File: src/rtl/uart_cmd_comm.sv
// Host UART endpoint: assembles 3-byte commands from RX (8N1, LSB first)
// and serializes single response bytes on TX.
module uart_cmd_comm #(
  parameter int BAUD_DIV = 868,
  parameter int TMO_CYC  = 1000000
) (
  input  logic        clk,
  input  logic        rst_n,
  input  logic        RX,
  output logic        TX,
  output logic [23:0] cmd,
  output logic        cmd_rdy,
  input  logic        clr_cmd_rdy,
  input  logic [7:0]  resp_data,
  input  logic        send_resp,
  output logic        resp_sent
);

  localparam int CW = $clog2(BAUD_DIV);
  localparam int TW = $clog2(TMO_CYC + 1);
  localparam logic [CW-1:0] HALF_LAST = CW'(BAUD_DIV / 2 - 1);
  localparam logic [CW-1:0] BIT_LAST  = CW'(BAUD_DIV - 1);
  localparam logic [TW-1:0] TMO_LAST  = TW'(TMO_CYC - 1);

  typedef enum logic [1:0] {RX_IDLE, RX_START, RX_DATA, RX_STOP} rx_state_e;
  typedef enum logic {TX_IDLE, TX_XMIT} tx_state_e;

  logic          rx_s1_q, rx_s2_q, rx_prev_q;
  rx_state_e     rx_state_q;
  logic [CW-1:0] rx_cnt_q;
  logic [2:0]    rx_bit_q;
  logic [7:0]    rx_sh_q;
  logic [1:0]    byte_cnt_q;
  logic [15:0]   stage_q;
  logic [23:0]   cmd_q;
  logic          cmd_rdy_q;
  logic [TW-1:0] tmo_q;
  logic          byte_acc_d;

  tx_state_e     tx_state_q;
  logic [CW-1:0] tx_cnt_q;
  logic [3:0]    tx_bit_q;
  logic [8:0]    tx_sh_q;
  logic          tx_q;
  logic          resp_sent_q;

  // RX is asynchronous: two sync stages plus one more for edge detection
  always_ff @(posedge clk or negedge rst_n) begin
    if (!rst_n) begin
      rx_s1_q   <= 1'b1;
      rx_s2_q   <= 1'b1;
      rx_prev_q <= 1'b1;
    end else begin
      rx_s1_q   <= RX;
      rx_s2_q   <= rx_s1_q;
      rx_prev_q <= rx_s2_q;
    end
  end

  assign byte_acc_d = (rx_state_q == RX_STOP) && (rx_cnt_q == BIT_LAST) && rx_s2_q;

  always_ff @(posedge clk or negedge rst_n) begin
    if (!rst_n) begin
      rx_state_q <= RX_IDLE;
      rx_cnt_q   <= '0;
      rx_bit_q   <= '0;
    end else begin
      case (rx_state_q)
        RX_IDLE: begin
          rx_cnt_q <= '0;
          if (!rx_s2_q && rx_prev_q) rx_state_q <= RX_START;
        end
        RX_START: begin
          if (rx_cnt_q == HALF_LAST) begin
            rx_cnt_q   <= '0;
            rx_bit_q   <= '0;
            rx_state_q <= rx_s2_q ? RX_IDLE : RX_DATA;
          end else begin
            rx_cnt_q <= rx_cnt_q + 1'b1;
          end
        end
        RX_DATA: begin
          if (rx_cnt_q == BIT_LAST) begin
            rx_cnt_q <= '0;
            rx_bit_q <= rx_bit_q + 3'd1;
            if (rx_bit_q == 3'd7) rx_state_q <= RX_STOP;
          end else begin
            rx_cnt_q <= rx_cnt_q + 1'b1;
          end
        end
        default: begin
          if (rx_cnt_q == BIT_LAST) begin
            rx_cnt_q   <= '0;
            rx_state_q <= RX_IDLE;
          end else begin
            rx_cnt_q <= rx_cnt_q + 1'b1;
          end
        end
      endcase
    end
  end

  always_ff @(posedge clk) begin
    if (rx_state_q == RX_DATA && rx_cnt_q == BIT_LAST) rx_sh_q <= {rx_s2_q, rx_sh_q[7:1]};
    if (byte_acc_d && byte_cnt_q == 2'd0) stage_q[15:8] <= rx_sh_q;
    if (byte_acc_d && byte_cnt_q == 2'd1) stage_q[7:0]  <= rx_sh_q;
  end

  // Command assembly; a load on the same cycle as clr_cmd_rdy keeps cmd_rdy set
  always_ff @(posedge clk or negedge rst_n) begin
    if (!rst_n) begin
      byte_cnt_q <= '0;
      cmd_q      <= '0;
      cmd_rdy_q  <= 1'b0;
      tmo_q      <= '0;
    end else begin
      if (byte_cnt_q != 2'd0 && rx_state_q == RX_IDLE) begin
        if (tmo_q == TMO_LAST) begin
          tmo_q      <= '0;
          byte_cnt_q <= '0;
        end else begin
          tmo_q <= tmo_q + 1'b1;
        end
      end else begin
        tmo_q <= '0;
      end
      if (clr_cmd_rdy) cmd_rdy_q <= 1'b0;
      if (byte_acc_d) begin
        case (byte_cnt_q)
          2'd0: begin
            byte_cnt_q <= 2'd1;
            cmd_rdy_q  <= 1'b0;
          end
          2'd1: byte_cnt_q <= 2'd2;
          default: begin
            cmd_q      <= {stage_q, rx_sh_q};
            cmd_rdy_q  <= 1'b1;
            byte_cnt_q <= 2'd0;
          end
        endcase
      end
    end
  end

  // Transmitter: start bit comes from tx_q directly, shifter holds {stop, data}
  always_ff @(posedge clk or negedge rst_n) begin
    if (!rst_n) begin
      tx_state_q  <= TX_IDLE;
      tx_cnt_q    <= '0;
      tx_bit_q    <= '0;
      tx_q        <= 1'b1;
      resp_sent_q <= 1'b0;
    end else begin
      resp_sent_q <= 1'b0;
      case (tx_state_q)
        TX_IDLE: begin
          if (send_resp) begin
            tx_state_q <= TX_XMIT;
            tx_cnt_q   <= '0;
            tx_bit_q   <= '0;
            tx_q       <= 1'b0;
          end
        end
        default: begin
          if (tx_cnt_q == BIT_LAST) begin
            tx_cnt_q <= '0;
            if (tx_bit_q == 4'd9) begin
              tx_state_q  <= TX_IDLE;
              tx_q        <= 1'b1;
              resp_sent_q <= 1'b1;
            end else begin
              tx_bit_q <= tx_bit_q + 4'd1;
              tx_q     <= tx_sh_q[0];
            end
          end else begin
            tx_cnt_q <= tx_cnt_q + 1'b1;
          end
        end
      endcase
    end
  end

  always_ff @(posedge clk) begin
    if (tx_state_q == TX_IDLE && send_resp) tx_sh_q <= {1'b1, resp_data};
    else if (tx_state_q == TX_XMIT && tx_cnt_q == BIT_LAST) tx_sh_q <= {1'b1, tx_sh_q[8:1]};
  end

  assign TX        = tx_q;
  assign cmd       = cmd_q;
  assign cmd_rdy   = cmd_rdy_q;
  assign resp_sent = resp_sent_q;

endmodule
File: config.mk
export PLATFORM = sky130hd
export DESIGN_NAME = uart_cmd_comm
export DESIGN_NICKNAME = d
export VERILOG_FILES = /design/src/rtl/uart_cmd_comm.sv
export SDC_FILE = /design/constraint.sdc
export NUM_CORES = 1
export LEC_CHECK = 0
export BUFFER_PORTS_ARGS = -buffer_cell sky130_fd_sc_hd__buf_4
export CAP_MARGIN = 20
export CORE_MARGIN = 4
export CORE_UTILIZATION = 49
export CTS_BUF_LIST = sky130_fd_sc_hd__clkbuf_8 sky130_fd_sc_hd__clkbuf_16
export DETAILED_ROUTE_END_ITERATION = 16
export PLACE_DENSITY = 0.78
export SLEW_MARGIN = 5
export SYNTH_ARGS = -nofsm -noshare
export SYNTH_HDL_FRONTEND = slang
export SYNTH_SLANG_ARGS = --single-unit
File: constraint.sdc
create_clock -name clk -period 5.6 [get_ports clk]
set_input_delay 0 -clock clk [delete_from_list [all_inputs] [get_ports clk]]
set_output_delay 0 -clock clk [all_outputs]
set_load 0.01 [all_outputs]
### Word level (Yosys, flattened, before mapping)

Index checks and enable logic that the tools add are counted.

* $add $sub $neg: 5
* div/mod/pow operators: 0
* equality and inequality tests: 16
* reductions and logical operators: 26
* $lt $le $gt $ge: 0
* shift-type cells: 0
* multiplexer cells: 42
* bitwise operators: 2
* multiply operators: 0

Operator list (count)
* $mux 10: 5
* $mux 20: 2
* $add 10x1->10 const B: 2
* $add 20x1->20 const B: 1
* $eq 10x10->1 const B: 2
* $eq 20x20->1 const B: 1
* $pmux 10 s2: 1
* $mux 2: 9
* $mux 4: 4
* $mux 8: 2
* $mux 1: 13
* $reduce_bool 2->1: 6
* $eq 10x9->1 const B: 1
* $ne 2x2->1 const B: 5
* $logic_and 1x1->1: 9
* $mux 3: 2
* $pmux 2 s3: 1
* $pmux 3 s2: 1
* $reduce_and 2->1: 3
* $reduce_and 3->1: 2
* $reduce_and 5->1: 1
* $add 4x1->4 const B: 1
* $eq 2x1->1 const B: 2
* $eq 2x2->1 const B: 2
* other kinds (11): 13

* output and inout port bits: 27
* memories kept: 0
* memory bits (read-only): 0
* input bits: 13
* word-level logic and storage cells: 110
* register bits: 114
* bits in writable memories: 0
* latch bits: 0

### Logic depth before layout (Yosys ltp)

Gate-level depths: netlist of run 1.

* depth in word-level cells: 5
* mapped depth: 7
* depth with buffers taken out: 7

### Least setup slack after synthesis of run 1

Ideal clock, no wire load.

* path kind: reg-to-reg
* start point: register rx_cnt_q[0]
* end point: register stage_q[0] (enable)
* cell stages (with the launch flop): 6
* data arrival time: 1882 ps
* data required time: 5213 ps
* path buffers: 0
* library setup time: 387 ps
* path slack: 3331 ps
* clock period less this slack: 2269 ps
* path through: dfrtp_1 -> ha_1 -> nand4bb_1 -> nor2_1 -> nand3_1 -> nor3b_1

* cells in the longest elaborated chain, start to end: 4

RTL lines
* start: declaration: RTL line 30 `logic [CW-1:0] rx_cnt_q;`
* start signal: assignment: RTL line 79 `rx_cnt_q <= rx_cnt_q + 1'b1;`
* start signal: assignment: RTL line 88 `rx_cnt_q <= rx_cnt_q + 1'b1;`
* start signal: assignment: RTL line 96 `rx_cnt_q <= rx_cnt_q + 1'b1;`
* $eq 10x10->1: RTL line 60 `assign byte_acc_d = (rx_state_q == RX_STOP) && (rx_cnt_q == BIT_LAST) && rx_s2_q;`
* $logic_and 1x1->1 (2 in a row): RTL line 60
* $logic_and 1x1->1: RTL line 106 `if (byte_acc_d && byte_cnt_q == 2'd1) stage_q[7:0] <= rx_sh_q;`
* end signal: assignment: RTL line 106
* end: declaration: RTL line 34 `logic [15:0] stage_q;`

Every way passes these cells.
A chain may end at the register's enable or synchronous reset.

### Worst setup path in the final report of run 1

* start point: register tx_cnt_q[0]
* end point: register tx_sh_q[1] (enable)

* cells in the longest elaborated chain, start to end: 3

RTL lines
* start: declaration: RTL line 41 `logic [CW-1:0] tx_cnt_q;`
* start signal: assignment: RTL line 176 `tx_cnt_q <= tx_cnt_q + 1'b1;`
* $eq 10x10->1: RTL line 185 `else if (tx_state_q == TX_XMIT && tx_cnt_q == BIT_LAST) tx_sh_q <= {1'b1, tx_sh_q[8:1]};`
* $logic_and 1x1->1: RTL line 185
* $reduce_bool 2->1 (no source line)
* end signal: assignment: RTL line 184 `if (tx_state_q == TX_IDLE && send_resp) tx_sh_q <= {1'b1, resp_data};`
* end signal: assignment: RTL line 185
* end: declaration: RTL line 43 `logic [8:0] tx_sh_q;`

Every way passes these cells.

==> results of run 1 <==
metrics by stage:
step                      cells  util, %  hold WS, ns  cell area (um^2)
after global routing        602    62.12      0.05055              6072
after floorplan             391        -      -0.2956              4930
after CTS                   600    61.82       0.1208              6042
final                       602    62.12      0.01280              6072
after global placement      556    54.74       0.1084              5350
after detailed placement    556    54.74       0.1100              5350
critical path, cell delays in order (launching register included):
cell and delay, ns:
dfrtp_1 0.41, ha_1 0.24, or4b_4 0.52, nor3_4 0.28, nor2b_1 0.17, nor2_1 0.53
final cells by class:
| class | instances | share of cell area (%) |
|---|---|---|
| Clock buffer | 18 | 7.233 |
| Clock inverter | 14 | 2.184 |
| Tap cell | 133 | 2.741 |
| Inverter | 6 | 0.3709 |
| Timing Repair Buffer | 54 | 7.336 |
| Multi-Input combinational cell | 263 | 30.43 |
| Sequential cell | 114 | 49.70 |
power by group through the flow:
stage	sequential [mW]	clock, mW	combinational (mW)
floorplan	0.985	0	0.114
global placement	0.998	0	0.145
detailed placement	1.00	0	0.151
CTS	0.988	1.04	0.160
global route	0.999	1.09	0.183
finish	0.989	1.02	0.160
placed cells by master (no fill, tap or decap), types with 2 or more instances in the layout:
cell	n
dfrtp_1	78
nor2_1	52
buf_4	40
nand2_1	33
edfxtp_1	32
mux2_4	19
nand3_1	17
xor2_1	17
clkbuf_16	17
xnor2_1	13
mux2_2	12
dlygate4sd3_1	12
o21ai_0	10
nor3_1	8
and3_1	8
ha_1	8
nand4_1	7
a21oi_1	7
nor4_1	6
inv_1	6
inv_6	6
a31oi_1	5
nor2b_1	5
a22o_1	5
inv_8	5
dfstp_2	4
nand2b_1	4
and4_1	3
o21bai_1	2
nand3b_1	2
nor3_4	2
nor3b_2	2
or2_2	2
clkinvlp_4	2
logic make-up (layout without fill, tap and decap cells):
group,count (synthesis),in the layout
muxes,32,32
AOI/OAI and AO/OA,33,33
DFF,114,114
and+or+nand+nor,160,160
xor gates and xnor gates,30,30
buffers and inverters,14,92
adders and majority gates,8,8
registers in the layout, indices dropped and copies added (netlist names), 2 cells and up:
name and cells:
cmd 24, tmo_q 20, stage_q 16, rx_cnt_q 10
tx_cnt_q 10, rx_sh_q 8, tx_sh_q 8, tx_bit_q 4
rx_bit_q 3, byte_cnt_q 2, rx_state_q 2
path summary, 6_finish.rpt:
kind	depth (start not counted)	slack [ns]	to
hold reg to reg	0	0.37	rx_s2_q
hold / removal	2	0.01	cmd[19]
setup reg to reg	5	3.08	tx_sh_q[1]
max in group asynchronous	3	4.92	rx_prev_q
setup / recovery	5	3.08	tx_sh_q[1]
min in group clk	2	0.15	rx_s1_q
metal layers:
| layer | track usage [%] | vias to the layer above | wire length, um |
|---|---|---|---|
| met3 | 5.373 | 6 | 372 |
| li1 | - | 1523 | - |
| met5 | 0 | - | 0 |
| met2 | 25.58 | 68 | 4295 |
| met1 | 21.40 | 1503 | 3873 |
| met4 | 4.418 | 0 | 68 |
timing repair:
action	CTS	global route
setup endpoints to repair	0	0
hold buffers	12	0
endpoints found under the hold margin	94	0
==> summary.md, run 1 <==
| Metric | Value |
|---|---|
| Status | completed |
| Net Sw Power | 0.5870 mW |
| Part of the power in registers | 45.6% |
| Total grt overflow | 0 |
| Average wire per standard cell | 14.30 um |
| CP required | 5.74 ns |
| CTS tree | built |
| Count leader, synth | dfrtp_1 |
| Synth unique cells | 46 |
| Largest net degree at the start of global routing | 83 |
| Final period utilization | 45.02% |
| Number of flops mapped to enable cells by yosys | 32 |
| IO buf count | 39 |
| Synth area leader | dfrtp_1 |
| Number of global-route vias before repair | 3102 |
| WP data arrival | 2.66 ns |
| Sequential share of the synthesized area | 61.22% |
| Gpl congestion | 0.8161 |
| Htree depth | 4 |
| Layout cells sized above 1 | 25.37% |
| CTS root buffer | clkbuf_8 |
| DP HPWL | 5341 um |
| Crit path max fanout | 8 |
| DP Worst Slack | 2.904 ns |
| Clock power share | 47.1% |
| Post-synth top area share | 39.59% |
| Die ar. | 11730 um^2 |
| Synth-to-layout area growth | 23.17% |
| Register area | 3018 um^2 |
| Antenna Nets Post-Route | 0 |
| Post-Syn Area | 4930 um^2 |
| Slew Limit Fails | 0 |
| DRC Markers | 0 |
| Core ar. | 9774 um^2 |
| Via density | 5.150 |
| Syn_nets | 412 |
| Fill cells | 714 |
| Synth Area in XOR/XNOR | 5.330% |
| Routed WL | 8611 um |
| Reg2reg start | tx_cnt_q[0] |
| Sw Share | 27.03% |
| First-pass GRT wire length | 14810 um |
| Primary FF master, synth | dfrtp_1 |
| Total of warnings raised by yosys | 0 |
| Vias | 3100 |
| Clk buf depth | 2 |
| Max-slew headroom | 44.30% |
| Die height | 108.3 um |
| Largest family of logic cells by synthesized area | simple AND/OR/NAND/NOR gates |
| Simple-gate area share of the yosys netlist | 16.90% |
| Peak VDD IR | 0.2964 mV |
| Flops & latches, synth | 114 |
| Tot GR Track Use | 16.12% |
| Post-synthesis mux area share | 8.731% |
| Synth Instances | 391 |
| # Post-CTS Setup Buffers | 0 |
| Initial antenna violation count | 0 |
| Worst Skew | 0.01110 ns |
| P_int | 1.585 mW |
| Top post-synthesis cells by area | dfrtp_1 40%, edfxtp_1 19%, mux2_4 5.8% |
| Initial DRC Count | 141 |
| Final nets | 477 |
| Leakage power total | 2.673 nW |
| Most frequent cells after synthesis | 78 x dfrtp_1, 52 x nor2_1, 33 x nand2_1 |
| Avg Cell Area, Syn | 12.61 um^2 |
| Fin crit period | 2.521 ns |
| Crit. Startpoint | tx_cnt_q[0] |
| Final setup TNS | 0 ns |
| RSZ-0062 raised after global routing | false |
| Post-synthesis adder-cell area fraction | 2.030% |
| Final Hold Fails | 0 |
| Critical path endpoint category | flop |
| WS Path Type | reg -> reg |
| Clk slew on worst S/H paths | 0.07 ns |
| Pre-antenna DRT Iters | 4 |
| Hold WC Path Type | in -> async |
| Slew @ Worst Pin | 0.8338 ns |
| CTS resizes | 0 |
| Diode count | 0 |
| # IOs | 40 |
| Startpoint types | flop |
| Max Cap Viol | 0 |
| Total power | 2.172 mW |
| Post-route setup slack | 3.079 ns |
| Fmax | 396.6 MHz |
| Comb pwr share | 7.4% |
| Final setup viols | 0 |
| Area of the multi-input gates | 1848 um^2 |
| Ys async rst share | 71.93% |
| Initial Utilization | 50.44% |
| Die width | 108.3 um |
| Compound-gate portion of the synthesized area | 4.391% |
| FP Rows | 36 |
| Clk_lat worst skew | 0.51 ns |
| Pwr dens | 357.6 nW/um^2 |
| CTS Sinks | 114 |
| TritonCTS Buffers | 17 |
No activity file was read; power rests on OpenSTA's default activity.
==> run 2: changes to the inputs <==
PLACE_DENSITY = 0.81   (was 0.78)
clock period = 2.2 ns   (was 5.6 ns; I/O delays follow)
==> summary.md, run 2 (synthesis gave the netlist of run 1 again) <==
| Metric | Value |
|---|---|
| Status | completed |
| Post-route cell area | 6187 um^2 |
| Via density | 5.256 |
| Average wire per standard cell | 15.28 um |
| Final nets | 489 |
| Area of the multi-input gates | 1859 um^2 |
| Net Sw Power | 1.462 mW |
| Layout cells sized above 1 | 27.23% |
| # Post-CTS Setup Buffers | 0 |
| Number of global-route vias before repair | 3248 |
| Initial DRC Count | 192 |
| Critical path endpoint category | flop |
| Clk slew on worst S/H paths | 0.06 ns |
| P_int | 4.051 mW |
| Part of the power in registers | 45.8% |
| Pwr dens | 891.1 nW/um^2 |
| Clk buf depth | 2 |
| Peak VDD IR | 0.6697 mV |
| Clk_lat worst skew | 0.52 ns |
| Final period utilization | 93.06% |
| Hold WC Path Type | in -> reg |
| Max-slew headroom | 70.54% |
| CP required | 2.60 ns |
| Max Cap Viol | 0 |
| DRC Markers | 0 |
| Clock power share | 46.7% |
| Startpoint types | flop |
| Fill cells | 701 |
| Diode count | 0 |
| Register area | 3018 um^2 |
| Final setup TNS | 0 ns |
| FP Rows | 36 |
| RSZ-0062 raised after global routing | false |
| Fmax | 488.4 MHz |
| Synth-to-layout area growth | 25.51% |
| Max reg flops | 24 |
| Leakage power total | 2.729 nW |
| DP HPWL | 5998 um |
| Commonest cells after routing, fill and taps aside | 78 x dfrtp_1, 51 x nor2_1, 50 x buf_4, 33 x nand2_1, 32 x edfxtp_1 |
| Die ar. | 11730 um^2 |
| CTS Sinks | 114 |
| Antenna Nets Post-Route | 0 |
| IO buf count | 39 |
| # IOs | 40 |
| Total grt overflow | 0 |
| Largest net degree at the start of global routing | 46 |
| Core ar. | 9774 um^2 |
| First-pass GRT wire length | 15810 um |
| Tot GR Track Use | 17.73% |
| Die width | 108.3 um |
| CTS root buffer | clkbuf_8 |
| Initial antenna violation count | 0 |
| Gpl congestion | 0.8237 |
| Slew @ Worst Pin | 0.4419 ns |
| Die height | 108.3 um |
| Final setup viols | 0 |
| Final Hold Fails | 0 |
| Commonest non-fill, non-tap cell in the layout | dfrtp_1 |
| Worst Skew | 0.01480 ns |
| Comb pwr share | 7.5% |
| Vias | 3227 |
| Hold_ws | 0.1612 ns |
| Routed WL | 9383 um |
| TritonCTS Buffers | 17 |
| Initial Utilization | 50.44% |
| Pre-antenna DRT Iters | 4 |
| CTS tree | built |
| Fin crit period | 2.047 ns |
| Sw Share | 26.52% |
| WP data arrival | 2.45 ns |
| Slew Limit Fails | 0 |
| Htree depth | 4 |
| Crit path max fanout | 6 |
| WS Path Type | reg -> reg |
| Placed cell areas | 5473 um^2 |
run 2: power by group through the flow:
stage / clock network (mW) / registers [mW] / logic [mW]
after detailed placement: 0 / 2.56 / 0.395
after global routing: 2.73 / 2.55 / 0.476
after global placement: 0 / 2.54 / 0.371
after CTS: 2.62 / 2.52 / 0.422
final: 2.57 / 2.53 / 0.414
after floorplan: 0 / 2.51 / 0.290
run 2: routing by layer:
metal / GRT usage, % / vias up / routed length, um / share of wire, %
met1: 22.40 / 1596 / 4103 / 44
met4: 6.132 / 0 / 97 / 1.0
met2: 28.46 / 77 / 4756 / 51
li1: - / 1544 / - / -
met5: 0 / - / 0 / 0
met3: 6.328 / 10 / 425 / 4.5
run 2: per-stage QoR:
step,total power [mW],cells,setup WS (ns),utilization (%)
floorplan,2.797,391,0.01809,-
global route,5.762,614,0.01251,63.30
detailed placement,2.951,568,0.08826,55.99
global placement,2.914,568,0.1698,55.99
finish,5.513,614,0.1526,63.30
CTS,5.565,614,0.07870,63.21
run 2: path summary, 6_finish.rpt:
kind	startpoint	endpoint	slack (ns)	depth (start not counted)
setup / recovery	tx_cnt_q[0]	tx_bit_q[0]	0.15	7
hold / removal	RX	rx_s1_q	0.16	2
setup reg to reg	tx_cnt_q[0]	tx_bit_q[0]	0.15	7
hold reg to reg	rx_s1_q	rx_s2_q	0.35	0
max in group asynchronous	rst_n	cmd[20]	0.63	4
min in group asynchronous	rst_n	cmd[22]	0.54	3
run 2: worst max-delay path, cell delays in order, from the launching register on:
cell and delay, ns:
dfrtp_1 0.42, ha_1 0.24, or4b_4 0.52, nor3_4 0.20, buf_4 0.17, nand2_1 0.09
xnor2_1 0.13, a22o_1 0.18
run 2: final cells by class:
class                   instances  area share, %
clock inverters                15          2.447
flip-flops and latches        114          48.78
well taps                     133          2.690
repair buffers                 66          8.979
inverters                       6         0.3640
clock buffers                  17          6.694
multi-input cells             263          30.05
run 2: what timing repair did:
item,in CTS,in global routing
endpoints found under the hold margin,96,0
hold buffers,14,0
setup endpoints to repair,0,9
gates resized for setup,0,2
==> run 3: changes to the inputs <==
PLACE_DENSITY = not set   (was 0.81)
PLACE_DENSITY_LB_ADDON = 0.25   (was not set)
REMOVE_ABC_BUFFERS = 1   (was not set)
==> summary.md, run 3 (synthesis gave the netlist of run 1 again) <==
| Metric | Value |
|---|---|
| Tot GR Track Use | 16.89% |
| CTS Sinks | 114 |
| CTS tree | built |
| DRC Markers | 0 |
| Final core occ | 63.33% |
| Leakage power total | 2.740 nW |
| Fmax | 487.4 MHz |
| Largest net degree at the start of global routing | 48 |
| RSZ-0062 raised after global routing | false |
| Max reg flops | 24 |
| # Post-CTS Setup Buffers | 0 |
| Reg2reg start | tx_cnt_q[0] |
| Part of the power in registers | 45.3% |
| Max-slew headroom | 52.12% |
| Reg2reg setup slack | 0.15 ns |
| Initial DRC Count | 115 |
| Peak VDD IR | 0.5957 mV |
| Slew Limit Fails | 0 |
| Htree depth | 4 |
| Vias | 3171 |
| Comb pwr share | 7.4% |
| Non-Filler Instances | 613 |
| Crit Reg-Reg Endpoint | tx_sh_q[2] |
| Hold WC Path Type | in -> reg |
| Worst path max stage delay | 0.51 ns |
| Initial antenna violation count | 0 |
| P_int | 4.086 mW |
| Via density | 5.173 |
| FP Rows | 36 |
| Critical path endpoint category | flop |
| Setup crit end | tx_sh_q[2] |
| Worst Skew | 0.007825 ns |
| Fin crit period | 2.052 ns |
| CP required | 2.42 ns |
| Clock power share | 47.4% |
| Status | completed |
| WS Path Type | reg -> reg |
| Pwr dens | 901.3 nW/um^2 |
| TritonCTS Buffers | 17 |
| Clk_lat worst skew | 0.51 ns |
| Slowest cell on the critical path | or4b_4 |
| Final period utilization | 93.26% |
| Final setup viols | 0 |
| Crit. Startpoint | tx_cnt_q[0] |
| Clk slew on worst S/H paths | 0.06 ns |
| Cell Chain, Critical Path | ha_2, or4b_4, nor3_4, nor2b_1, nor2_1, buf_4 |
| WP data arrival | 2.27 ns |
| CTS root buffer | clkbuf_8 |
| Max Cap Viol | 0 |
| Final nets | 488 |
| Die ar. | 11730 um^2 |
| Pre-antenna DRT Iters | 4 |
| Clk buf depth | 2 |
| Final setup TNS | 0 ns |
| Final Hold Fails | 0 |
| Startpoint types | flop |
| Antenna Nets Post-Route | 0 |
| Die height | 108.3 um |
| Number of global-route vias before repair | 3159 |
| DP HPWL | 5449 um |
| Commonest non-fill, non-tap cell in the layout | dfrtp_1 |
| Crit path max fanout | 8 |
| Slew @ Worst Pin | 0.7135 ns |
| Sw Share | 26.75% |
| FF-to-FF path depth | 6 |
| Layout cells sized above 1 | 26.88% |
| Post-route setup slack | 0.1483 ns |
| Gpl congestion | 0.8538 |
| Largest delay contributor family on the critical path | simple AND/OR/NAND/NOR gates |
| Commonest cells after routing, fill and taps aside | 78 x dfrtp_1, 52 x nor2_1, 49 x buf_4, 33 x nand2_1, 32 x edfxtp_1 |
| First-pass GRT wire length | 15180 um |
| Dpl cells | 567 |
| Initial Utilization | 50.44% |
| # IOs | 40 |
| Critical path depth in cells | 6 |
| Die width | 108.3 um |
| Core ar. | 9774 um^2 |
| Net Sw Power | 1.492 mW |
| Total grt overflow | 0 |
| Synth-to-layout area growth | 25.56% |
| Diode count | 0 |
| Average wire per standard cell | 14.34 um |
| DP Worst Slack | 0.1432 ns |
| Routed WL | 8793 um |
| IO buf count | 39 |
| WP buf/inv | 1 |
[run 3: cell type report]
cell class                      instances  area [um^2]
Clock inverter                         15        165.2
Clock buffer                           17        414.1
Timing Repair Buffer                   65        558.0
Multi-Input combinational cell        263         1846
Tap cell                              133        166.4
Sequential cell                       114         3018
Inverter                                6        22.52
Fill cell                             750         3585
[run 3: per-stage QoR]
stage	hold WS [ns]	cell area, um^2	power, mW
detailed placement	-0.008330	5458	2.946
global route	0.1409	6190	5.846
finish	0.1412	6190	5.578
CTS	0.1102	6187	5.639
floorplan	-0.2956	4883	2.797
global placement	-0.01228	5458	2.924
[run 3: worst min path at each step]
| stage | from | end | slack, ns | cells after the start |
|---|---|---|---|---|
| 2_1_floorplan | rst_n | byte_cnt_q[0] | -0.30 | 0 |
| 3_3_place_gp | rst_n | cmd[4] | -0.01 | 1 |
| 3_5_place_dp | rst_n | cmd[4] | -0.008 | 1 |
| 4_1_cts | RX | rx_s1_q | 0.11 | 2 |
| 5_1_grt | RX | rx_s1_q | 0.14 | 2 |
| 6_report | RX | rx_s1_q | 0.14 | 2 |
[run 3: power groups by stage]
stage          logic [mW]  clock network, mW  registers (mW)
2_1_floorplan       0.290                  0            2.51
3_3_place_gp        0.376                  0            2.55
3_5_place_dp        0.390                  0            2.56
4_1_cts             0.415               2.71            2.52
5_1_grt             0.478               2.82            2.55
6_report            0.411               2.64            2.52
[run 3: repair_timing]
| item | CTS | global route |
|---|---|---|
| endpoints found under the setup margin | 0 | 8 |
| hold buffers | 14 | 0 |
| endpoints found under the hold margin | 98 | 0 |
| resized for setup | 0 | 1 |
[run 3: layer usage]
metal  part of all wire, %  up-vias  global-route usage, %
met3                   4.2        7                  5.552
met1                    46     1561                  22.77
li1                      -     1546                      -
met2                    49       57                  25.62
met5                     0        -                      0
met4                   1.0        0                  6.312
